`src/rtl/dmem_arb_pkg.sv`:
```
// Shared types and constants for the data-memory arbiter.
package dmem_arb_pkg;

  localparam int unsigned DATA_WIDTH_DEF      = 32;
  localparam int unsigned DMEM_ADDR_WIDTH_DEF = 8;
  localparam int unsigned MAX_BURST_DEF       = 4;

  // Port identifiers, used for last_gnt and for the response tag.
  localparam logic C0 = 1'b0;
  localparam logic C1 = 1'b1;

  typedef enum logic {
    ARB   = 1'b0,
    LOCK1 = 1'b1
  } arb_state_e;

endpackage

```
`src/rtl/dmem_arbiter.sv`:
```
// Two-port round-robin arbiter in front of a single synchronous data memory.
// Port 0 is the core load/store stage; port 1 is the debug/loader master,
// which may hold the memory for a bounded locked burst.
//
// Handshake: a port raises req with its fields and holds them unchanged
// until gnt is seen high in the same cycle; gnt is combinational and the
// access is taken at the next rising edge. Read data returns one cycle
// later on rvalid/rdata of the issuing port; writes return nothing.
module dmem_arbiter
  import dmem_arb_pkg::*;
#(
  parameter int P_DATA_WIDTH      = DATA_WIDTH_DEF,
  parameter int P_DMEM_ADDR_WIDTH = DMEM_ADDR_WIDTH_DEF,
  parameter int P_MAX_BURST       = MAX_BURST_DEF
) (
  input  logic                         i_clk,
  input  logic                         i_rst,
  input  logic                         i_c0_req,
  input  logic                         i_c0_we,
  input  logic [P_DMEM_ADDR_WIDTH-1:0] i_c0_addr,
  input  logic [P_DATA_WIDTH-1:0]      i_c0_wdata,
  output logic                         o_c0_gnt,
  output logic                         o_c0_stall,
  output logic                         o_c0_rvalid,
  output logic [P_DATA_WIDTH-1:0]      o_c0_rdata,
  input  logic                         i_c1_req,
  input  logic                         i_c1_we,
  input  logic [P_DMEM_ADDR_WIDTH-1:0] i_c1_addr,
  input  logic [P_DATA_WIDTH-1:0]      i_c1_wdata,
  input  logic                         i_c1_lock,
  output logic                         o_c1_gnt,
  output logic                         o_c1_rvalid,
  output logic [P_DATA_WIDTH-1:0]      o_c1_rdata,
  output logic [P_DMEM_ADDR_WIDTH-1:0] o_mem_addr,
  output logic                         o_mem_we,
  output logic [P_DATA_WIDTH-1:0]      o_mem_wdata,
  input  logic [P_DATA_WIDTH-1:0]      i_mem_rdata,
  output arb_state_e                   o_dbg_state
);

  localparam int CNT_W = $clog2(P_MAX_BURST);
  // Count value at which the next port-1 grant is the last one of a burst.
  localparam logic [CNT_W-1:0] CNT_LAST = CNT_W'(P_MAX_BURST - 1);

  arb_state_e       state_q, state_d;
  logic             last_gnt_q, last_gnt_d;
  logic [CNT_W-1:0] burst_cnt_q, burst_cnt_d;
  logic             rsp_valid_q, rsp_valid_d;
  logic             rsp_id_q, rsp_id_d;
  logic             gnt0, gnt1;

  // Winner selection: locked burst owns the memory, otherwise round-robin.
  always_comb begin
    gnt0 = 1'b0;
    gnt1 = 1'b0;
    if (!i_rst) begin
      if (state_q == LOCK1) begin
        gnt1 = i_c1_req;
      end else if (i_c0_req && i_c1_req) begin
        gnt0 = (last_gnt_q == C1);
        gnt1 = (last_gnt_q == C0);
      end else begin
        gnt0 = i_c0_req;
        gnt1 = i_c1_req;
      end
    end
  end

  // Next-state logic for the lock FSM, fairness pointer and response tag.
  always_comb begin
    state_d     = state_q;
    last_gnt_d  = last_gnt_q;
    burst_cnt_d = burst_cnt_q;
    case (state_q)
      ARB: begin
        if (gnt0) last_gnt_d = C0;
        if (gnt1) begin
          last_gnt_d = C1;
          if (i_c1_lock) begin
            state_d     = LOCK1;
            burst_cnt_d = CNT_W'(1);
          end
        end
      end
      LOCK1: begin
        // Leaving the burst always hands the next conflict to port 0.
        if (!i_c1_req || !i_c1_lock || (gnt1 && (burst_cnt_q == CNT_LAST))) begin
          state_d     = ARB;
          burst_cnt_d = '0;
          last_gnt_d  = C1;
        end else if (gnt1) begin
          burst_cnt_d = burst_cnt_q + CNT_W'(1);
          last_gnt_d  = C1;
        end
      end
      default: begin
        state_d     = ARB;
        burst_cnt_d = '0;
      end
    endcase

    rsp_valid_d = (gnt0 && !i_c0_we) || (gnt1 && !i_c1_we);
    rsp_id_d    = rsp_valid_d ? (gnt1 ? C1 : C0) : rsp_id_q;
  end

  // State registers; reset also kills any read still in flight.
  always_ff @(posedge i_clk or posedge i_rst) begin
    if (i_rst) begin
      state_q     <= ARB;
      last_gnt_q  <= C1;
      burst_cnt_q <= '0;
      rsp_valid_q <= 1'b0;
      rsp_id_q    <= C0;
    end else begin
      state_q     <= state_d;
      last_gnt_q  <= last_gnt_d;
      burst_cnt_q <= burst_cnt_d;
      rsp_valid_q <= rsp_valid_d;
      rsp_id_q    <= rsp_id_d;
    end
  end

  // Memory bus carries the winner's fields, all-zero when idle.
  always_comb begin
    o_mem_we    = 1'b0;
    o_mem_addr  = '0;
    o_mem_wdata = '0;
    if (gnt0) begin
      o_mem_we    = i_c0_we;
      o_mem_addr  = i_c0_addr;
      o_mem_wdata = i_c0_wdata;
    end else if (gnt1) begin
      o_mem_we    = i_c1_we;
      o_mem_addr  = i_c1_addr;
      o_mem_wdata = i_c1_wdata;
    end
  end

  assign o_c0_gnt    = gnt0;
  assign o_c1_gnt    = gnt1;
  // Stall is held low during reset so every non-grant output is quiet.
  assign o_c0_stall  = i_c0_req && !gnt0 && !i_rst;
  assign o_c0_rvalid = rsp_valid_q && (rsp_id_q == C0);
  assign o_c1_rvalid = rsp_valid_q && (rsp_id_q == C1);
  assign o_c0_rdata  = o_c0_rvalid ? i_mem_rdata : '0;
  assign o_c1_rdata  = o_c1_rvalid ? i_mem_rdata : '0;
  assign o_dbg_state = state_q;

endmodule

```
`config.mk`:
```
export PLATFORM = sky130hd
export DESIGN_NAME = dmem_arbiter
export DESIGN_NICKNAME = d
export VERILOG_FILES = /design/src/rtl/dmem_arb_pkg.sv /design/src/rtl/dmem_arbiter.sv
export SDC_FILE = /design/constraint.sdc
export NUM_CORES = 1
export LEC_CHECK = 0
export ABC_AREA = 1
export CAP_MARGIN = 20
export CORE_AREA = 2 2 90 92
export CTS_BUF_LIST = sky130_fd_sc_hd__clkbuf_8
export DETAILED_ROUTE_END_ITERATION = 12
export DIE_AREA = 0 0 92 94
export GPL_TIMING_DRIVEN = 0
export PLACE_DENSITY = 0.67
export SLEW_MARGIN = 5
export SYNTH_ARGS = -nofsm -noshare
export SYNTH_HDL_FRONTEND = slang
export SYNTH_SLANG_ARGS = --single-unit
```
`constraint.sdc`:
```
create_clock -name i_clk -period 2.1 [get_ports i_clk]
set_clock_uncertainty 0.05 [all_clocks]
set_input_delay 0.42 -clock i_clk [delete_from_list [all_inputs] [get_ports i_clk]]
set_output_delay 0.42 -clock i_clk [all_outputs]
set_load 0.005 [all_outputs]
```
# After elaboration in Yosys (flattened, before gate mapping)
# Index checks and enable logic that the tools add are counted.
# op_classes
n_addsub	1
mux	29
reduce_logical	19
n_eq_ne	5
bitwise	3
# op_table
operator	count
32-bit two-way mux	4
1-bit two-way mux	16
8-bit two-way mux	2
1-bit logical AND	8
2-bit two-way mux	4
1-bit logical NOT	6
2-bit != test, second input constant	2
1-bit case mux with 2 select lines	2
2-bit case mux with 2 select lines	1
1-bit logical OR	3
3-bit by 1-bit != test with 1-bit output, second input constant	1
3-bit != test, second input constant	1
1-bit inverter	3
3-bit AND reduction	1
2-bit by 1-bit adder with 2-bit output, second input constant	1
2-bit == test, second input constant	1
2-bit AND reduction	1
# totals
out_inout_bits	111
ff_bits	6
inputBits	119

# Logic depth before layout (Yosys ltp)
# Gate-level depths: netlist of run 1.
# depth
word_depth	8
depth_mapped	8

# Worst setup path before layout of run 1
# OpenSTA, ideal clock, no wires.
# synth_path
kind	register to output
from	reg last_gnt_q
to	out o_mem_wdata[16]
required_time_ps	1630
stages_incl_launch_ff	7
arrival_ps	1138
path_slack_ps	492
cell_sequence	dfstp_2 -> inv_1 -> nand2_1 -> nand4_2 -> inv_2 -> buf_6 -> a22o_1
# synth_between
elab_cells_between_ends	9
# synth_lines
item	line_no	source
start, declared	dmem_arbiter.sv:46	logic last_gnt_q, last_gnt_d;
start signal, assigned	dmem_arbiter.sv:116	last_gnt_q <= last_gnt_d;
1-bit two-way mux	dmem_arbiter.sv:59	end else if (i_c0_req && i_c1_req) begin
1-bit two-way mux	dmem_arbiter.sv:57	if (state_q == LOCK1) begin
1-bit two-way mux	dmem_arbiter.sv:56	if (!i_rst) begin
named net o_c0_gnt	dmem_arbiter.sv:22	output logic o_c0_gnt,
32-bit two-way mux	dmem_arbiter.sv:128	if (gnt0) begin
end, declared	dmem_arbiter.sv:36	output logic [P_DATA_WIDTH-1:0] o_mem_wdata,
# The timed path passes the listed nets, and every way through them passes these cells.

# Final worst setup path of run 1
# layout_path
from	reg last_gnt_q
to	out o_mem_wdata[1]
# layout_between
elab_chain_cells	6
elab_cells_between_ends	9
# layout_lines
item	line_no	source
1-bit inverter	dmem_arbiter.sv:61	gnt1 = (last_gnt_q == C0);
1-bit two-way mux	dmem_arbiter.sv:59	
1-bit two-way mux	dmem_arbiter.sv:57	
1-bit two-way mux	dmem_arbiter.sv:56	
32-bit two-way mux	dmem_arbiter.sv:132	end else if (gnt1) begin
32-bit two-way mux *	dmem_arbiter.sv:128	
# Every way passes the cells marked *; elsewhere a longest branch is shown, timed or not.

==> impl_metrics.env, run 1 <==
export IMPL_place_gp_congestion=0.847
export IMPL_core_area_um2=7610
export IMPL_wl_per_cell_um=13.6
export IMPL_ys_seq_area_share_pct=12.5
export IMPL_use_met1_pct=14.5
export IMPL_yosysMostFrequentCell="nor2_1"
export IMPL_dpl_worst_slack_ps=-707
export IMPL_drive_gt1_share_pct=23.1
export IMPL_synth_top_cell_by_area="a22o_1"
export IMPL_r2r_cells=9
export IMPL_ir_drop_mv=0.251
export IMPL_die_height_um=94
export IMPL_crit_buf_inv=5
export IMPL_endpoint_kind="output port"
export IMPL_ant_nets=0
export IMPL_grt_pass1_vias=2443
export IMPL_max_freq_mhz=464
export IMPL_clock_sinks=6
export IMPL_n_antenna_cell=0
export IMPL_track_usage_pct=16.1
export IMPL_setup_viol=13
export IMPL_hold_viol_final=0
export IMPL_fin_crit_ps=2160
export IMPL_wirelength_um=7760
export IMPL_netlist_area_leader_share_pct=28.8
export IMPL_antenna_found_initial=0
export IMPL_grt_overflow_total=0
export IMPL_critPathKind="reg -> out"
export IMPL_syn_cell_area_um2=1210
export IMPL_required_ps=1630
export IMPL_cp_endpoint="o_mem_wdata[1]"
export IMPL_met3_usage_pct=4.57
export IMPL_yosys_top_cells_area="a22o_1 (29%), nor2_1 (20%), inv_1 (13%), dfrtp_1 (10%), buf_6 (6.5%)"
export IMPL_reg2reg_to="burst_cnt_q[0]"
export IMPL_fp_dieW_um=92
export IMPL_cts_tree="done"
export IMPL_worstMarginPinSlew_ps=183
export IMPL_clkTransAtPathRegs_ps=40
export IMPL_final_nets=589
export IMPL_die_area_um2=8650
export IMPL_crit_family="flip-flops"
export IMPL_grt_pass1_wl_um=11200
export IMPL_path_depth=8
export IMPL_cp_max_fo=7
export IMPL_synth_edf_count=0
export IMPL_crit_chain="buf_6, nand3_4, nand2_4, inv_8, buf_6, buf_6, a22o_1, buf_2"
export IMPL_leakage_uw=0.00225
export IMPL_top_usage_layer="met2"
export IMPL_htreeDepth=1
export IMPL_cts_hold_buf=0
export IMPL_io_pin_count=230
export IMPL_yosysWarnings=0
export IMPL_cp_start_kind="flop"
export IMPL_numCtsBuffers=3
export IMPL_synth_common_cells="nor2_1 (66), inv_1 (41), a22o_1 (40), nand2_1 (14), buf_6 (7)"
export IMPL_slew_violations=0
export IMPL_finalPower_uw=1810
export IMPL_startpoint="last_gnt_q"
export IMPL_area_delta_synth_final_pct=221
export IMPL_cts_root_buf="clkbuf_8"
export IMPL_finalCritPeriodShare_pct=103
export IMPL_initial_utilization_pct=16.0
export IMPL_failed_checks="negative setup slack"
export IMPL_p_per_area_nw_per_um2=463
export IMPL_worstReg2RegStart="last_gnt_q"
export IMPL_vias_per_cell=4.20
export IMPL_avgSynthCellArea_um2=5.98
export IMPL_status="complete, but fails checks"
export IMPL_fillers=738
export IMPL_max_slew_margin_pct=87.8
export IMPL_worstSkewPairLatency_ps=220
export IMPL_synthArstFlopShare_pct=100
export IMPL_clockBufferDepth=2
export IMPL_drt_initial_drc_count=29
export IMPL_grt_max_degree=11
export IMPL_rows=32
export IMPL_synthCells=203
export IMPL_firstDrtPassIters=4
export IMPL_ys_seq_elements=6
export IMPL_use_met2_pct=34.7
export IMPL_synth_main_ff_cell="dfrtp_1"
export IMPL_rsz0062_at_grt="yes"
export IMPL_min_path_type="in -> async"
export IMPL_hpwl_um=6340
export IMPL_cp_common_cell="buf_6"
export IMPL_port_buffers=229
export IMPL_drv_cap=0
export IMPL_synth_nets=323
export IMPL_synth_distinct_cells=25
export IMPL_setup_slack_ps=-56.1
export IMPL_r2r_slack_ps=600
export IMPL_vias=2394
export IMPL_worst_ep_arrival_time_ps=1690
export IMPL_slowest_stage="dfstp_2"
export IMPL_cpPeakStageDelay_ps=550
export IMPL_drc=0
stage by stage:
step / util [%] / setup TNS (ps) / hold slack [ps] / instances / area [um2]
after floorplan: - / 0 / 136 / 203 / 1210
after global placement: 47.8 / -27360 / 417 / 534 / 3630
after detailed placement: 47.8 / -28100 / 429 / 534 / 3630
after CTS: 50.6 / -797 / 279 / 564 / 3850
after global routing: 51.3 / -1670 / 288 / 570 / 3900
final: 51.3 / -554 / 282 / 570 / 3900
how the worst min path moves through the flow:
| stage | cells past startpoint | endpoint | from | slack, ps |
|---|---|---|---|---|
| finish | 3 | burst_cnt_q[1] | i_rst | 280 |
| global placement | 2 | burst_cnt_q[1] | burst_cnt_q[1] | 420 |
| detailed placement | 2 | burst_cnt_q[1] | burst_cnt_q[1] | 430 |
| global route | 3 | burst_cnt_q[1] | i_rst | 290 |
| CTS | 3 | burst_cnt_q[1] | i_rst | 280 |
| floorplan | 1 | burst_cnt_q[0] | i_rst | 140 |
sequential cells by signal, summed over array words and instances (netlist names):
signal,cells
burst_cnt_q,2
rsp_valid_q,1
rsp_id_q,1
o_dbg_state,1
last_gnt_q,1
worst reg2reg max path: cells and delay by family, from the launching register on:
family | cells | cell delay, ps
buf+inv | 3 | 300
flops | 1 | 550
simple gates | 6 | 480
layout by cell type (no fill, tap or decap), drive strengths merged:
master / n
clkdlybuf4s15: 4
dlymetal6s2s: 19
nand3: 4
inv: 45
dlygate4sd2: 3
buf: 73
nand2: 15
o21ai: 3
a21boi: 1
nor3: 1
or2: 1
nor2: 67
clkdlybuf4s50: 162
nand4: 2
clkinv: 1
ha: 1
a22o: 40
clkbuf: 17
dfrtp: 5
nand3b: 1
a21oi: 2
dfstp: 1
what timing repair did:
action | CTS | global route
endpoints found under the setup margin | 104 | 92
buffers inserted | 25 | 6
resized for setup | 172 | 62
pin swaps | 4 | 10
cloned | 1 | 0
logic make-up after synthesis:
| family | Yosys count | synth area share, % |
|---|---|---|
| AO/OA/AOI/OAI | 46 | 31.5 |
| AND/OR/NAND/NOR | 91 | 31.3 |
| flip-flops | 6 | 12.5 |
| buffers and inverters | 59 | 23.7 |
| adder cells (fa/ha/maj) | 1 | 1.03 |
where the power goes:
group	switching (uW)	leakage, uW	total [uW]	internal [uW]
Combinational	559	0.00215	1420	861
Sequential	39.5	0.0000725	204	165
Clock	55.1	0.0000269	181	126
Total	654	0.00225	1810	1150
area by class of cell:
type                       count  area, um2  area share (%)
multi-input combinational    138        817            20.9
clock inverter                 1       3.75          0.0962
inverter                      45        181            4.65
tap                          102        128            3.27
sequential                     6        153            3.91
timing repair buffer         261       2410            61.7
buffer                        14        169            4.33
clock buffer                   3       41.3            1.06
per-layer routing:
layer / vias to the layer above / share of wire (%) / wire (um)
met2: 154 / 55 / 4300
li1: 1186 / - / -
met5: - / 0 / 0
met1: 1044 / 32 / 2490
met3: 10 / 11 / 856
met4: 0 / 1.4 / 112
Note: power is estimated with default switching activity, not from simulation.
==> inputs of run 2 (changes only) <==
CAP_MARGIN = unset   (was 20)
CORE_AREA = 2 2 89 91   (was 2 2 90 92)
DIE_AREA = 0 0 91 93   (was 0 0 92 94)
PLACE_DENSITY = 0.68   (was 0.67)
clock period = 2.2 ns   (was 2.1 ns; I/O delays follow)
==> impl_metrics.env, run 2 (synthesized netlist as in run 1, its figures left out) <==
export IMPL_track_usage_pct=17.1
export IMPL_worstMarginPinSlew_ps=186
export IMPL_ant_nets=0
export IMPL_most_common_layout_cells="clkdlybuf4s50_1 (183), nor2_1 (66), inv_1 (40), a22o_1 (40), buf_4 (19)"
export IMPL_clockBufferDepth=2
export IMPL_port_buffers=229
export IMPL_min_path_type="in -> async"
export IMPL_use_met2_pct=30.9
export IMPL_cp_max_fo=8
export IMPL_htreeDepth=1
export IMPL_wirelength_um=8080
export IMPL_leakage_uw=0.00187
export IMPL_final_nets=577
export IMPL_io_pin_count=230
export IMPL_fp_dieW_um=91
export IMPL_fin_crit_ps=2210
export IMPL_worst_ep_arrival_time_ps=1720
export IMPL_fillers=753
export IMPL_vias_per_cell=4.22
export IMPL_slew_violations=0
export IMPL_antenna_found_initial=0
export IMPL_cp_start_kind="flop"
export IMPL_max_slew_margin_pct=87.6
export IMPL_area_delta_synth_final_pct=212
export IMPL_setup_slack_ps=-8.99
export IMPL_top_usage_layer="met2"
export IMPL_setup_viol=4
export IMPL_p_per_area_nw_per_um2=440
export IMPL_die_area_um2=8460
export IMPL_endpoint_kind="output port"
export IMPL_fin_hold_ws_ps=297
export IMPL_die_height_um=93
export IMPL_drive_gt1_share_pct=18.0
export IMPL_drv_cap=0
export IMPL_final_cell_area_um2=3790
export IMPL_grt_overflow_total=0
export IMPL_wl_per_cell_um=14.5
export IMPL_largest_reg_flops=2
export IMPL_cts_hold_buf=0
export IMPL_ir_drop_mv=0.244
export IMPL_hold_viol_final=0
export IMPL_drc=0
export IMPL_initial_utilization_pct=16.1
export IMPL_required_ps=1710
export IMPL_grt_pass1_wl_um=11500
export IMPL_met3_usage_pct=5.40
export IMPL_critPathKind="reg -> out"
export IMPL_vias=2352
export IMPL_place_gp_congestion=0.889
export IMPL_numCtsBuffers=3
export IMPL_finalCritPeriodShare_pct=100
export IMPL_max_freq_mhz=453
export IMPL_largest_register="burst_cnt_q"
export IMPL_failed_checks="negative setup slack"
export IMPL_rows=32
export IMPL_clkTransAtPathRegs_ps=40
export IMPL_hpwl_um=6920
export IMPL_rsz0062_at_grt="yes"
export IMPL_clock_sinks=6
export IMPL_core_area_um2=7530
export IMPL_firstDrtPassIters=6
export IMPL_cts_root_buf="clkbuf_8"
export IMPL_use_met1_pct=16.9
export IMPL_drt_initial_drc_count=35
export IMPL_finalPower_uw=1670
export IMPL_cts_tree="done"
export IMPL_final_common_cell="clkdlybuf4s50_1"
export IMPL_place_area_um2=3630
export IMPL_worstSkewPairLatency_ps=220
export IMPL_grt_max_degree=11
export IMPL_grt_pass1_vias=2287
export IMPL_n_antenna_cell=0
export IMPL_status="complete, but fails checks"
==> run 2: changes by cell type in the layout (fill, tap and decap cells not counted), moves of 2 or more <==
cell,previous run,this run
clkdlybuf4s50_1,162,183
dlymetal6s2s_1,19,0
dlygate4sd2_1,3,16
buf_2,27,16
buf_4,25,19
clkbuf_2,14,9
buf_8,5,1
inv_4,0,3
buf_6,16,14
clkdlybuf4s15_1,2,0
inv_2,4,2
==> run 2: where the power goes <==
group	total (uW)	internal, uW	switching [uW]
Sequential	201	158	43.7
Combinational	1290	772	523
Clock	171	120	50.5
Total	1670	1050	617
==> run 2: what timing repair did <==
item | 4_1_cts | 5_1_grt
buffers inserted | 14 | 4
gates cloned | 3 | 0
endpoints found under the setup margin | 104 | 86
gates resized for setup | 132 | 40
pin swaps | 2 | 5
==> run 2: final timing paths <==
path | from | to | slack (ps) | depth (start not counted)
min | i_rst | rsp_valid_q | 300 | 3
min reg2reg | burst_cnt_q[1] | burst_cnt_q[1] | 450 | 2
max | last_gnt_q | o_mem_addr[3] | -9 | 10
max reg2reg | last_gnt_q | last_gnt_q | 760 | 9
max in group asynchronous | i_rst | last_gnt_q | 1600 | 3
min in group i_clk | burst_cnt_q[1] | burst_cnt_q[1] | 450 | 2
==> run 2: layout make-up <==
| class | count | area, um2 | area share, % |
|---|---|---|---|
| clock inverters | 1 | 3.75 | 0.0991 |
| well taps | 102 | 128 | 3.37 |
| repair buffers | 249 | 2330 | 61.6 |
| inverters | 45 | 186 | 4.92 |
| clock buffers | 3 | 41.3 | 1.09 |
| multi-input cells | 138 | 815 | 21.5 |
| plain buffers | 13 | 123 | 3.24 |
| flip-flops and latches | 6 | 153 | 4.03 |
| repair inverters | 1 | 6.26 | 0.165 |
==> run 2: layer usage <==
metal	vias up	wire length, um
met5	-	0
met4	0	546
met3	24	857
met2	158	3810
met1	1010	2870
li1	1160	-
==> run 2: metrics by stage <==
stage               util (%)  std cells  TNS [ps]  worst slack, ps
finish                  50.3        558     -18.8            -8.99
global route            50.3        558      -774            -88.2
CTS                     50.5        555      -370            -53.2
detailed placement      48.3        534    -27630             -716
global placement        48.3        534    -26370             -686
floorplan                  -        203         0              572
==> run 2: critical path: stages (launching register included) <==
cell	delay (ps)
dfstp_2	560
inv_2	50
nand2_2	70
nand4_4	100
clkinv_4	90
buf_6	100
buf_6	90
buf_6	90
buf_6	110
a22o_1	140
buf_6	110
==> inputs of run 3 (changes only) <==
CTS_BUF_LIST = sky130_fd_sc_hd__clkbuf_4   (was sky130_fd_sc_hd__clkbuf_8)
==> impl_metrics.env, run 3 (synthesized netlist as in run 1, its figures left out) <==
export IMPL_setup_slack_ps=-135
export IMPL_port_buffers=229
export IMPL_n_antenna_cell=0
export IMPL_cts_root_buf="clkbuf_4"
export IMPL_antenna_found_initial=0
export IMPL_fp_dieW_um=91
export IMPL_slew_violations=0
export IMPL_setup_viol=15
export IMPL_place_area_um2=3630
export IMPL_vias_per_cell=4.26
export IMPL_endpoint_kind="output port"
export IMPL_grt_overflow_total=0
export IMPL_fin_crit_ps=2340
export IMPL_die_height_um=93
export IMPL_track_usage_pct=17.2
export IMPL_die_area_um2=8460
export IMPL_min_path_type="in -> async"
export IMPL_clockBufferDepth=2
export IMPL_numCtsBuffers=3
export IMPL_drive_gt1_share_pct=19.1
export IMPL_finalCritPeriodShare_pct=106
export IMPL_io_pin_count=230
export IMPL_setup_tns_ps=-1110
export IMPL_initial_utilization_pct=16.1
export IMPL_crit_buf_inv=3
export IMPL_cp_max_fo=6
export IMPL_cp_start_kind="flop"
export IMPL_reg2reg_to="last_gnt_q"
export IMPL_slowest_stage="dfstp_2"
export IMPL_max_freq_mhz=428
export IMPL_cts_hold_buf=0
export IMPL_crit_family="buffers and inverters"
export IMPL_drv_cap=0
export IMPL_largest_register="burst_cnt_q"
export IMPL_area_delta_synth_final_pct=218
export IMPL_max_slew_margin_pct=87.6
export IMPL_core_area_um2=7530
export IMPL_hold_viol_final=0
export IMPL_wirelength_um=8190
export IMPL_final_common_cell="clkdlybuf4s50_1"
export IMPL_grt_pass1_wl_um=11600
export IMPL_clkTransAtPathRegs_ps=50
export IMPL_grt_pass1_vias=2279
export IMPL_leakage_uw=0.00197
export IMPL_crit_chain="nand3_2, nand2_4, inv_8, buf_4, a22o_1, clkdlybuf4s50_1"
export IMPL_critPathKind="reg -> out"
export IMPL_cts_tree="done"
export IMPL_p_per_area_nw_per_um2=430
export IMPL_hpwl_um=6920
export IMPL_drt_initial_drc_count=39
export IMPL_most_common_layout_cells="clkdlybuf4s50_1 (180), nor2_1 (64), inv_1 (40), a22o_1 (40), buf_4 (20)"
export IMPL_r2r_cells=7
export IMPL_place_gp_congestion=0.889
export IMPL_failed_checks="negative setup slack"
export IMPL_dpl_worst_slack_ps=-716
export IMPL_vias=2394
export IMPL_rows=32
export IMPL_status="complete, but fails checks"
export IMPL_worstMarginPinSlew_ps=186
export IMPL_cpPeakStageDelay_ps=540
export IMPL_worstSkewPairLatency_ps=240
export IMPL_firstDrtPassIters=4
export IMPL_required_ps=1710
export IMPL_final_nets=581
export IMPL_ir_drop_mv=0.234
export IMPL_final_cell_area_um2=3860
export IMPL_rsz0062_at_grt="yes"
export IMPL_wl_per_cell_um=14.6
export IMPL_drc=0
export IMPL_r2r_slack_ps=800
export IMPL_largest_reg_flops=2
export IMPL_worstReg2RegStart="last_gnt_q"
export IMPL_ant_nets=0
export IMPL_fillers=752
export IMPL_fin_hold_ws_ps=165
export IMPL_worst_ep_arrival_time_ps=1850
export IMPL_grt_max_degree=11
export IMPL_clock_sinks=6
export IMPL_htreeDepth=1
[run 3: cell count changes in the layout (fill, tap and decap cells not counted), sizes merged]
cell           change
dlygate4sd2        -3
bufbuf             +1
inv                -1
buf               -13
clkdlybuf4s15      +5
dlymetal6s2s       +6
clkdlybuf4s50      -3
clkbuf            +12
[run 3: per-layer routing]
metal	routed length [um]	global-route usage [%]	part of all wire, %	up-vias
met2	3850	30.9	47	171
met3	852	4.92	10	28
met5	0	0	0	-
met1	2940	17.4	36	1029
met4	550	11.1	6.7	0
li1	-	-	-	1166
[run 3: cell type report]
type,count,area (um2),area share [%]
sequential,6,153,3.95
multi-input combinational,138,817,21.2
inverter,45,186,4.83
tap,102,128,3.31
timing repair inverter,1,6.26,0.162
clock buffer,4,30.0,0.778
timing repair buffer,252,2400,62.1
buffer,14,145,3.76
[run 3: worst max-delay path by stage]
stage,startpoint,to,slack (ps),depth (start not counted)
2_1_floorplan,last_gnt_q,o_mem_wdata[16],570,6
4_1_cts,last_gnt_q,o_mem_wdata[1],-190,6
3_5_place_dp,i_rst,o_mem_wdata[17],-720,7
6_report,last_gnt_q,o_mem_wdata[1],-140,6
5_1_grt,last_gnt_q,o_mem_wdata[1],-200,7
3_3_place_gp,i_rst,o_mem_wdata[17],-690,7
[run 3: repair_timing]
| action | 4_1_cts | 5_1_grt |
|---|---|---|
| gates resized for setup | 100 | 55 |
| gates cloned | 5 | 0 |
| setup buffers | 12 | 7 |
| pin swaps | 3 | 3 |
| setup endpoints to repair | 104 | 69 |
| endpoints found under the hold margin | 0 | 0 |
[run 3: through the flow]
| step | power (uW) | std cells | util, % |
|---|---|---|---|
| 3_3_place_gp | 1420 | 534 | 48.3 |
| 4_1_cts | 1640 | 555 | 51.0 |
| 6_report | 1660 | 562 | 51.3 |
| 2_1_floorplan | 637 | 203 | - |
| 5_1_grt | 1780 | 562 | 51.3 |
| 3_5_place_dp | 1430 | 534 | 48.3 |
[run 3: where the power goes]
group / internal (uW) / switching, uW
Clock: 81.2 / 43.1
Sequential: 157 / 40.1
Combinational: 809 / 531
==> patch, RTL diff (settings of run 1) <==
Change the package constant `DATA_WIDTH_DEF` from 32 to 16.
--- a/src/rtl/dmem_arb_pkg.sv
+++ b/src/rtl/dmem_arb_pkg.sv
@@ -1,7 +1,7 @@
 // Shared types and constants for the data-memory arbiter.
 package dmem_arb_pkg;
 
-  localparam int unsigned DATA_WIDTH_DEF      = 32;
+  localparam int unsigned DATA_WIDTH_DEF      = 16;
   localparam int unsigned DMEM_ADDR_WIDTH_DEF = 8;
   localparam int unsigned MAX_BURST_DEF       = 4;
 
Ports: changed (6 resized); port bits go from 230 to 134. The function was not compared with the original's and may differ.
==> patch against run 1 <==
  * Clock power about the same
  * Design area decreased by 38%
  * Area after synthesis decreased by 29%
  * Wire length decreased by 43%
  * Setup slack improved by 0.13 ns
  * Utilization decreased by 19 points
  * Combinational power decreased by 39%
  * Hold slack got worse by 0.0049 ns
  * Register-to-register slack improved by 0.07 ns
  * Sequential cell count unchanged
  * Total power decreased by 31%
==> patch: results (changes against run 1) <==
Logic synthesis
  • Synth Area in Compound Gates: 29.8% (-1.8 points)
  • Netlist cell types: 27 (+8.0%)
  • Warnings, synthesis: 0 (unchanged)
  • Post-Synth Adder-Cell Area: 1.45% (+0.42 points)
  • Xor and xnor area share after synthesis: 0% (unchanged)
  • Top_reg_cell synth: dfrtp_1
  • Sequential element share of the synthesized area: 17.6% (+5.1 points)
  • Syn Nets: 203 (-37%)
  • Post-synthesis mux area share: 0% (unchanged)
  • Synth top area cells: a22o_1, nor2_1, dfrtp_1, inv_1, a22o_2
  • Post-synth top cells: nor2_1, inv_1, a22o_1, nand2_1, a22o_2
  • Async S/R FF share, synth: 100% (unchanged)

Global route
  • First-pass GRT wire length: 6940 um (-38%)
  • Largest net degree at the start of global routing: 11 (unchanged)
  • Initial antenna violation count: 0 (unchanged)
  • Vias in the first global route: 1514 (-38%)
  • All-layer global routing usage: 9.87% (-6.2 points)

Drt
  • Vias/cell: 3.91 (-6.9%)
  • Initial DRC count: 11 (-62%)
  • DRT Wirelength: 4410 um (-43%)
  • TritonRoute pass-1 iters: 4 (unchanged)

Layout
  • ANT cells: 0 (unchanged)
  • Largest register FFs: 2 (unchanged)
  • Filler instances: 821 (+11%)
  • Layout Nets: 352 (-40%)
  • Reg with most FFs: burst_cnt_q
  • Layout cell share with drive strength beyond 1: 25.1% (+2.0 points)

STA
  • Worst slew pin tran: 0.244 ns (+0.0609 ns)
  • Setup violators final: 0 (-13)

Clock tree
  • Htree depth: 1 (unchanged)
  • Clock root cell: clkbuf_8
  • Clk slew on worst S/H paths: 0.04 ns (about the same)
  • Clock latency on the worst-skew pair: 0.22 ns (about the same)
  • Clk buf depth: 2 (unchanged)
  • CTS Buf Count: 3 (unchanged)

Pwr
  • Worst vdd ir: 240 uV (-4.7%)
  • Leakage dissipation: 0.00126 uW (-44%)

Outcome
  • Status: finished clean

Setup path
  • Crit path max fanout: 10 (+3)
  • Arrival time worst endpoint: 1.56 ns (-0.13 ns)

Min path
  • Worst hold path type: input port to asynchronous set/reset pin

Placed design
  • I/O Buffers: 133 (-42%)
  • Gpl congestion: 0.827 (-2.4%)
  • Post-DP HPWL: 3690 um (-42%)
[patch: cell types whose count changed in the layout (fill, tap and decap cells not counted), sizes merged]
| cell | before | now |
|---|---|---|
| inv | 45 | 29 |
| a22o | 40 | 24 |
| clkbuf | 17 | 26 |
| nor2 | 67 | 35 |
| buf | 73 | 17 |
| clkdlybuf4s50 | 162 | 97 |
| dlymetal6s2s | 19 | 6 |
[patch: final timing paths]
| kind | from | to | slack (ns) | cells after the start |
|---|---|---|---|---|
| worst max-delay path | rsp_id_q | o_c0_rdata[10] | 0.07 | 5 |
| worst min-delay path | i_rst | burst_cnt_q[0] | 0.28 | 3 |
| worst max register to register | last_gnt_q | burst_cnt_q[0] | 0.67 | 8 |
| worst min register to register | burst_cnt_q[1] | burst_cnt_q[1] | 0.45 | 2 |
| max in group asynchronous | i_rst | last_gnt_q | 1.52 | 3 |
| min in group i_clk | burst_cnt_q[1] | burst_cnt_q[1] | 0.45 | 2 |
[patch: cell type report]
type	instances	area, um^2	area share (%)
Timing Repair Buffer	144	1320	54.6
Multi-Input combinational cell	90	578	23.8
Sequential cell	6	151	6.24
Tap cell	102	128	5.26
Inverter	29	121	5.00
Buffer	6	78.8	3.25
Clock buffer	3	41.3	1.70
Clock inverter	1	3.75	0.155
[patch: timing repair]
action,in CTS,in global routing
pin swaps,4,2
gates resized for setup,55,60
setup endpoints to repair,48,46
setup buffers,10,1
endpoints found under the hold margin,0,0
[patch: critical path, cell delays in order (launching register included)]
cell and delay [ns]:
dfrtp_1 0.41, inv_2 0.09, nand2_4 0.09, buf_8 0.15, nor2_1 0.09, clkdlybuf4s50_1 0.50
[patch: kinds of logic (layout without fill, tap and decap cells)]
| kind of cell | count (synthesis) | after routing |
|---|---|---|
| AO/OA/AOI/OAI | 30 | 30 |
| adder cells (fa/ha/maj) | 1 | 1 |
| AND/OR/NAND/NOR | 59 | 59 |
| flip-flops | 6 | 6 |
| buffers and inverters | 35 | 183 |
[patch: through the flow]
stage | worst slack, ns | util [%] | std cells | area, um^2 | hold WS (ns)
final | 0.0692 | 31.9 | 381 | 2430 | 0.277
after global routing | -0.0106 | 31.9 | 381 | 2430 | 0.291
after CTS | -0.0514 | 32.3 | 380 | 2450 | 0.274
after detailed placement | -0.655 | 30.5 | 366 | 2320 | 0.449
after global placement | -0.612 | 30.5 | 366 | 2320 | 0.426
after floorplan | 0.505 | - | 131 | 862 | 0.144
[patch: power breakdown]
part           switching [uW]  internal, uW  total, uW
logic                     358           506        865
clock network            54.5           126        181
registers                41.7           164        205
total                     455           796       1250
[patch: routing by layer]
layer	wire, um	track usage [%]
met2	2140	19.3
met1	1570	9.83
met4	19	1.49
met3	672	4.25
met5	0	0
